<file path="src/rtl/sensor_conditioner.sv">
// sensor_conditioner
//   Conditions the two raw sensor inputs that feed the occupancy/alarm FSM.
//   Each channel runs through a 2-FF synchroniser and a counter-based
//   debouncer. A level change is accepted only after DEBOUNCE_CYCLES
//   consecutive synchronised samples that differ from the current level.
//   A change that reverts before then is dropped and counted as a glitch.
//
// Ports
//   clk          in   1         system clock, rising edge
//   rst          in   1         asynchronous reset, active-high
//   sensor1_raw  in   1         raw asynchronous sensor 1
//   sensor2_raw  in   1         raw asynchronous sensor 2
//   sensor1_o    out  1         debounced level, sensor 1
//   sensor2_o    out  1         debounced level, sensor 2
//   s1_rise      out  1         one-cycle pulse when sensor1_o goes 0->1
//   s1_fall      out  1         one-cycle pulse when sensor1_o goes 1->0
//   s2_rise      out  1         one-cycle pulse when sensor2_o goes 0->1
//   s2_fall      out  1         one-cycle pulse when sensor2_o goes 1->0
//   both_active  out  1         registered sensor1_o & sensor2_o
//   glitch_cnt   out  GLITCH_W  saturating count of aborted transitions
module sensor_conditioner #(
  parameter int DEBOUNCE_CYCLES = 500_000,
  parameter int CNT_W           = 20,
  parameter int GLITCH_W        = 8
) (
  input  logic                clk,
  input  logic                rst,
  input  logic                sensor1_raw,
  input  logic                sensor2_raw,
  output logic                sensor1_o,
  output logic                sensor2_o,
  output logic                s1_rise,
  output logic                s1_fall,
  output logic                s2_rise,
  output logic                s2_fall,
  output logic                both_active,
  output logic [GLITCH_W-1:0] glitch_cnt
);

  localparam logic [CNT_W-1:0]    CNT_LAST   = CNT_W'(DEBOUNCE_CYCLES - 1);
  localparam logic [GLITCH_W-1:0] GLITCH_MAX = '1;
  localparam int                  GW1        = GLITCH_W + 1;

  typedef enum logic {
    STABLE  = 1'b0,
    PENDING = 1'b1
  } db_state_t;

  typedef struct packed {
    db_state_t        state;
    logic [CNT_W-1:0] cnt;
    logic             level;
  } db_reg_t;

  typedef struct packed {
    db_reg_t r;
    logic    rise;
    logic    fall;
    logic    abort;
  } db_next_t;

  // Next-state function shared by both channels, so the two debouncers
  // cannot drift apart in behaviour.
  function automatic db_next_t db_step(input db_reg_t cur, input logic sample);
    db_next_t n;
    n       = '0;
    n.r     = cur;
    unique case (cur.state)
      STABLE: begin
        if (sample != cur.level) begin
          if (DEBOUNCE_CYCLES == 1) begin
            n.r.level = ~cur.level;
            n.rise    = ~cur.level;
            n.fall    = cur.level;
          end else begin
            // The first differing sample already counts as one.
            n.r.state = PENDING;
            n.r.cnt   = CNT_W'(1);
          end
        end
      end
      PENDING: begin
        if (sample == cur.level) begin
          n.r.state = STABLE;
          n.r.cnt   = '0;
          n.abort   = 1'b1;
        end else if (cur.cnt == CNT_LAST) begin
          n.r.state = STABLE;
          n.r.cnt   = '0;
          n.r.level = ~cur.level;
          n.rise    = ~cur.level;
          n.fall    = cur.level;
        end else begin
          n.r.cnt   = cur.cnt + CNT_W'(1);
        end
      end
      default: n.r = '0;
    endcase
    return n;
  endfunction

  logic [1:0]          ff1;
  logic [1:0]          sync_q;
  db_reg_t             ch1_q, ch2_q;
  db_next_t            nxt1, nxt2;
  logic                s1_rise_q, s1_fall_q, s2_rise_q, s2_fall_q;
  logic                both_q;
  logic [GLITCH_W-1:0] glitch_q, glitch_d;
  logic [GLITCH_W:0]   glitch_sum;

  always_ff @(posedge clk or posedge rst) begin
    if (rst) begin
      ff1    <= '0;
      sync_q <= '0;
    end else begin
      ff1    <= {sensor2_raw, sensor1_raw};
      sync_q <= ff1;
    end
  end

  always_comb begin
    nxt1       = db_step(ch1_q, sync_q[0]);
    nxt2       = db_step(ch2_q, sync_q[1]);
    // One spare bit catches overflow so the count saturates instead of wrapping.
    glitch_sum = {1'b0, glitch_q} + GW1'(nxt1.abort) + GW1'(nxt2.abort);
    glitch_d   = glitch_sum[GLITCH_W] ? GLITCH_MAX : glitch_sum[GLITCH_W-1:0];
  end

  always_ff @(posedge clk or posedge rst) begin
    if (rst) begin
      ch1_q     <= '0;
      ch2_q     <= '0;
      s1_rise_q <= 1'b0;
      s1_fall_q <= 1'b0;
      s2_rise_q <= 1'b0;
      s2_fall_q <= 1'b0;
      both_q    <= 1'b0;
      glitch_q  <= '0;
    end else begin
      ch1_q     <= nxt1.r;
      ch2_q     <= nxt2.r;
      s1_rise_q <= nxt1.rise;
      s1_fall_q <= nxt1.fall;
      s2_rise_q <= nxt2.rise;
      s2_fall_q <= nxt2.fall;
      // Built from next-cycle levels so it moves on the same edge as the later level.
      both_q    <= nxt1.r.level & nxt2.r.level;
      glitch_q  <= glitch_d;
    end
  end

  assign sensor1_o   = ch1_q.level;
  assign sensor2_o   = ch2_q.level;
  assign s1_rise     = s1_rise_q;
  assign s1_fall     = s1_fall_q;
  assign s2_rise     = s2_rise_q;
  assign s2_fall     = s2_fall_q;
  assign both_active = both_q;
  assign glitch_cnt  = glitch_q;

endmodule

</file>
<file path="config.mk">
export PLATFORM = sky130hd
export DESIGN_NAME = sensor_conditioner
export DESIGN_NICKNAME = d
export VERILOG_FILES = /design/src/rtl/sensor_conditioner.sv
export SDC_FILE = /design/constraint.sdc
export NUM_CORES = 1
export LEC_CHECK = 0
export CAP_MARGIN = 10
export CORE_MARGIN = 4
export CORE_UTILIZATION = 53
export CTS_CLUSTER_DIAMETER = 100
export CTS_CLUSTER_SIZE = 30
export DETAILED_ROUTE_END_ITERATION = 8
export GPL_ROUTABILITY_DRIVEN = 0
export PLACE_DENSITY_LB_ADDON = 0.15
export SLEW_MARGIN = 20
export SYNTH_ARGS = -nofsm -noshare
export SYNTH_HDL_FRONTEND = slang
export SYNTH_SLANG_ARGS = --single-unit
</file>
<file path="constraint.sdc">
create_clock -name clk -period 2.1 [get_ports clk]
set_clock_uncertainty 0.2 [all_clocks]
set_input_delay 0.525 -clock clk [delete_from_list [all_inputs] [get_ports clk]]
set_output_delay 0.525 -clock clk [all_outputs]
set_load 0.03 [all_outputs]
</file>
==> out/results.tsv <==
stage	metric	value	unit
clocking	cts.sinks	61	
synthesis	synthTopCellsByArea	dfrtp_1, nand2_1, nand3_1	
finish	drive_above_1_share	0.306	
pwr	vdd_drop_max	0.513	mV
global_routing	grt_pass1_wl	12000	microns
worst_setup_path	path_max_fanout	3	
synthesis	postSynth.asyncResetShare	1.00	
worst_setup_path	worst-setup-path-type	reg2reg	
synthesis	avgSynthCellArea	9.91	sq um
synthesis	synth_flop_cell	dfrtp_1	
synthesis	synth_warnings	0	
drt	met2WireLength	3550	microns
die	dieArea	7140	sq um
worst_setup_path	reg2reg_slack	-110	ps
synthesis	yosysTopAreaCell	dfrtp_1	
finish	n_antenna_cell	0	
global_routing	grt_pass1_vias	2649	
die	dieWidth	84.5	microns
clocking	htreeDepth	3	
sta	fin_crit_sh	1.05	
synthesis	ys_seq_elements	61	
die	coreArea	5570	sq um
global_routing	gr-total-overflow	0	
finish	fin_cells	468	
die	die_y	84.5	microns
sta	finalCriticalPeriod	2210	ps
global_routing	grt_max_degree	25	
hold_path	hp-class	reg2reg	
place	port_buffers	18	
die	start_util	0.556	
drt	drt_first_pass_iters	4	
place	dp.cells	441	
drt	drc_errors	0	
drt	wl_met3	226	microns
drt	vias_per_cell	5.76	
finish	design_area	4160	sq um
synthesis	postSynthCellCount	313	
synthesis	ys_seq_area_frac	0.492	
drt	routed.top_layer	met4	
clocking	clock_latency	330	ps
sta	finalSetupViolCount	11	
pwr	powerDensity	702	nW/um^2
synthesis	ys_types	49	
sta	timing.fmax	452	MHz
synthesis	synth_fp_nets	321	
clocking	clk_pin_slew	60	ps
finish	regArea	1530	sq um
place	dpl_cell_area	3750	sq um
worst_setup_path	worstPathRequired	2110	ps
run	drv_cap	0	
sta	max_slew_margin	0.639	
clocking	holdBufCountCts	0	
sta	hold_violations	0	
die	pin_count	19	
finish	area_growth_syn_to_layout	34.1	%
clocking	root_buffer	clkbuf_8	
finish	final_nets	400	
sta	worst_pin_slew	541	ps
global_routing	gr-usage-all-layers	0.206	
pwr	finalPower	2.92	mW
drt	wire_per_inst	14.9	microns
sta	setup_slack	-111	ps
run_status	violations	setup timing	
drt	met1Wirelength	3070	microns
clocking	cts_tree	yes	
finish	multiInputGateArea	1640	sq um
place	dp_hpwl	4810	microns
worst_setup_path	crit_path_start_kind	flip-flop	
sta	final_max_slew_viol_count	0	
synthesis	synth_top_area_frac	0.492	
drt	drt-total-wl	6990	microns
worst_setup_path	critPathCaptureType	flip-flop	
pwr	p_leak	1.94	nW
clocking	numCtsBuffers	9	
drt	detail-route-antenna-nets	0	
synthesis	synth-edff-count	0	
synthesis	synth.cell_area	3100	sq um
run_status	status	finished with violations	
die	rows	27	
global_routing	antenna_found_initial	0	
clocking	clk_path_buf_depth	2	
sta	rsz0062_at_grt	true	
drt	drt_iter0_drc	145	
drt	vias	2697	
worst_setup_path	crit_arrival	2220	ps
finish	fin_util	0.746	
finish	fillerInstances	400	
cell families (layout without fill, tap and decap cells):
kind of cell | Yosys count | count (layout) | share of synthesized area
and+or+nand+nor | 141 | 141 | 0.249
muxes | 10 | 10 | 0.0347
buffers and inverters | 20 | 103 | 0.0283
DFF | 61 | 61 | 0.492
adders and majority gates | 4 | 4 | 0.0186
AOI/OAI and AO/OA | 62 | 62 | 0.135
xor gates and xnor gates | 15 | 15 | 0.0424
critical path: stages, from the launching register on:
cell and delay (ps):
dfrtp_1 410, xor2_2 190, inv_1 80, nand2_1 70, fa_2 360, inv_2 80
ha_4 120, and3_4 180, and3_4 210, nor2b_1 140, a21oi_1 70
registers in the layout (all words and copies together), names as in the netlist, 2 cells and up:
register / cells
sync_q: 2
ff1: 2
ch1_q: 21
ch2_q: 21
glitch_cnt: 8
power by group:
group	total, mW	switching (mW)	internal [mW]
clock	0.955	0.437	0.518
combinational	0.596	0.338	0.258
sequential	1.37	0.104	1.27
total	2.92	0.879	2.04
cell usage in the layout (no fill, tap or decap), types with 4 or more instances in the layout:
cell type / instances
a22o_1: 13
and3_1: 7
dfrtp_2: 4
a21o_1: 5
nor3_1: 6
nand2b_1: 4
nand2_1: 33
nor2_1: 14
clkdlybuf4s50_1: 7
dfrtp_1: 57
buf_6: 5
xor2_1: 6
dlygate4sd2_1: 10
o21ai_1: 6
nand4_1: 12
xnor2_1: 6
inv_1: 6
a31oi_1: 10
a21oi_1: 10
clkbuf_8: 12
a21oi_2: 7
nand3_1: 25
mux2i_1: 7
buf_4: 53
cell type report:
| type | instances | share of cell area |
|---|---|---|
| Sequential cell | 61 | 0.368 |
| Clock inverter | 1 | 0.00120 |
| Timing Repair Buffer | 80 | 0.166 |
| Tap cell | 72 | 0.0217 |
| Multi-Input combinational cell | 232 | 0.394 |
| Clock buffer | 14 | 0.0415 |
| Inverter | 8 | 0.00812 |
metal layers:
metal,up-vias,global-route usage
met4,0,0.0892
li1,1300,-
met3,15,0.0442
met1,1325,0.249
met5,-,0
met2,57,0.354
stage by stage:
step	setup WS (ps)	hold WS, ps	TNS, ps
3_5_place_dp	-128	142	-748
5_1_grt	-197	178	-2330
4_1_cts	-77.2	156	-428
2_1_floorplan	-188	131	-963
6_report	-111	151	-598
3_3_place_gp	-67.5	148	-175
synthesized netlist by cell type (2+ instances only):
| library cell | instances |
|---|---|
| nor3_2 | 2 |
| clkbuf_1 | 7 |
| nor3_1 | 7 |
| a31oi_1 | 10 |
| buf_2 | 4 |
| mux2i_1 | 7 |
| and2_1 | 2 |
| nand2_1 | 36 |
| a22o_1 | 13 |
| a21oi_1 | 17 |
| nor2b_1 | 2 |
| or3_1 | 2 |
| a221o_1 | 3 |
| nor4_1 | 2 |
| nor3b_1 | 4 |
| a21o_1 | 5 |
| ha_1 | 3 |
| dfrtp_1 | 61 |
| xnor2_1 | 7 |
| nor4b_1 | 2 |
| or2_2 | 2 |
| nand4_1 | 12 |
| o21ai_1 | 5 |
| and4_1 | 3 |
| nor2_1 | 16 |
| inv_1 | 8 |
| xor2_1 | 8 |
| nand2b_1 | 4 |
| and3_1 | 11 |
| o21ai_0 | 4 |
| nand3_1 | 26 |
path summary, 6_finish.rpt:
kind | startpoint | endpoint | cells after the start
worst max register to register | sync_q[1]$_DFF_PP0_ | glitch_cnt[6]$_DFF_PP0_ | 10
worst min-delay path | ff1[0]$_DFF_PP0_ | sync_q[0]$_DFF_PP0_ | 0
min in group asynchronous | rst | sensor1_o$_DFF_PP0_ | 2
worst max-delay path | sync_q[1]$_DFF_PP0_ | glitch_cnt[6]$_DFF_PP0_ | 10
worst min register to register | ff1[0]$_DFF_PP0_ | sync_q[0]$_DFF_PP0_ | 0
max in group asynchronous | rst | ch1_q[9]$_DFFE_PP0P_ | 3
what timing repair did:
| action | CTS | global route |
|---|---|---|
| gates resized for setup | 20 | 27 |
| setup endpoints to repair | 27 | 35 |
| cloned | 0 | 1 |
| pin swaps | 8 | 9 |
| setup buffers | 4 | 7 |
No activity file was read; power rests on OpenSTA's default activity.
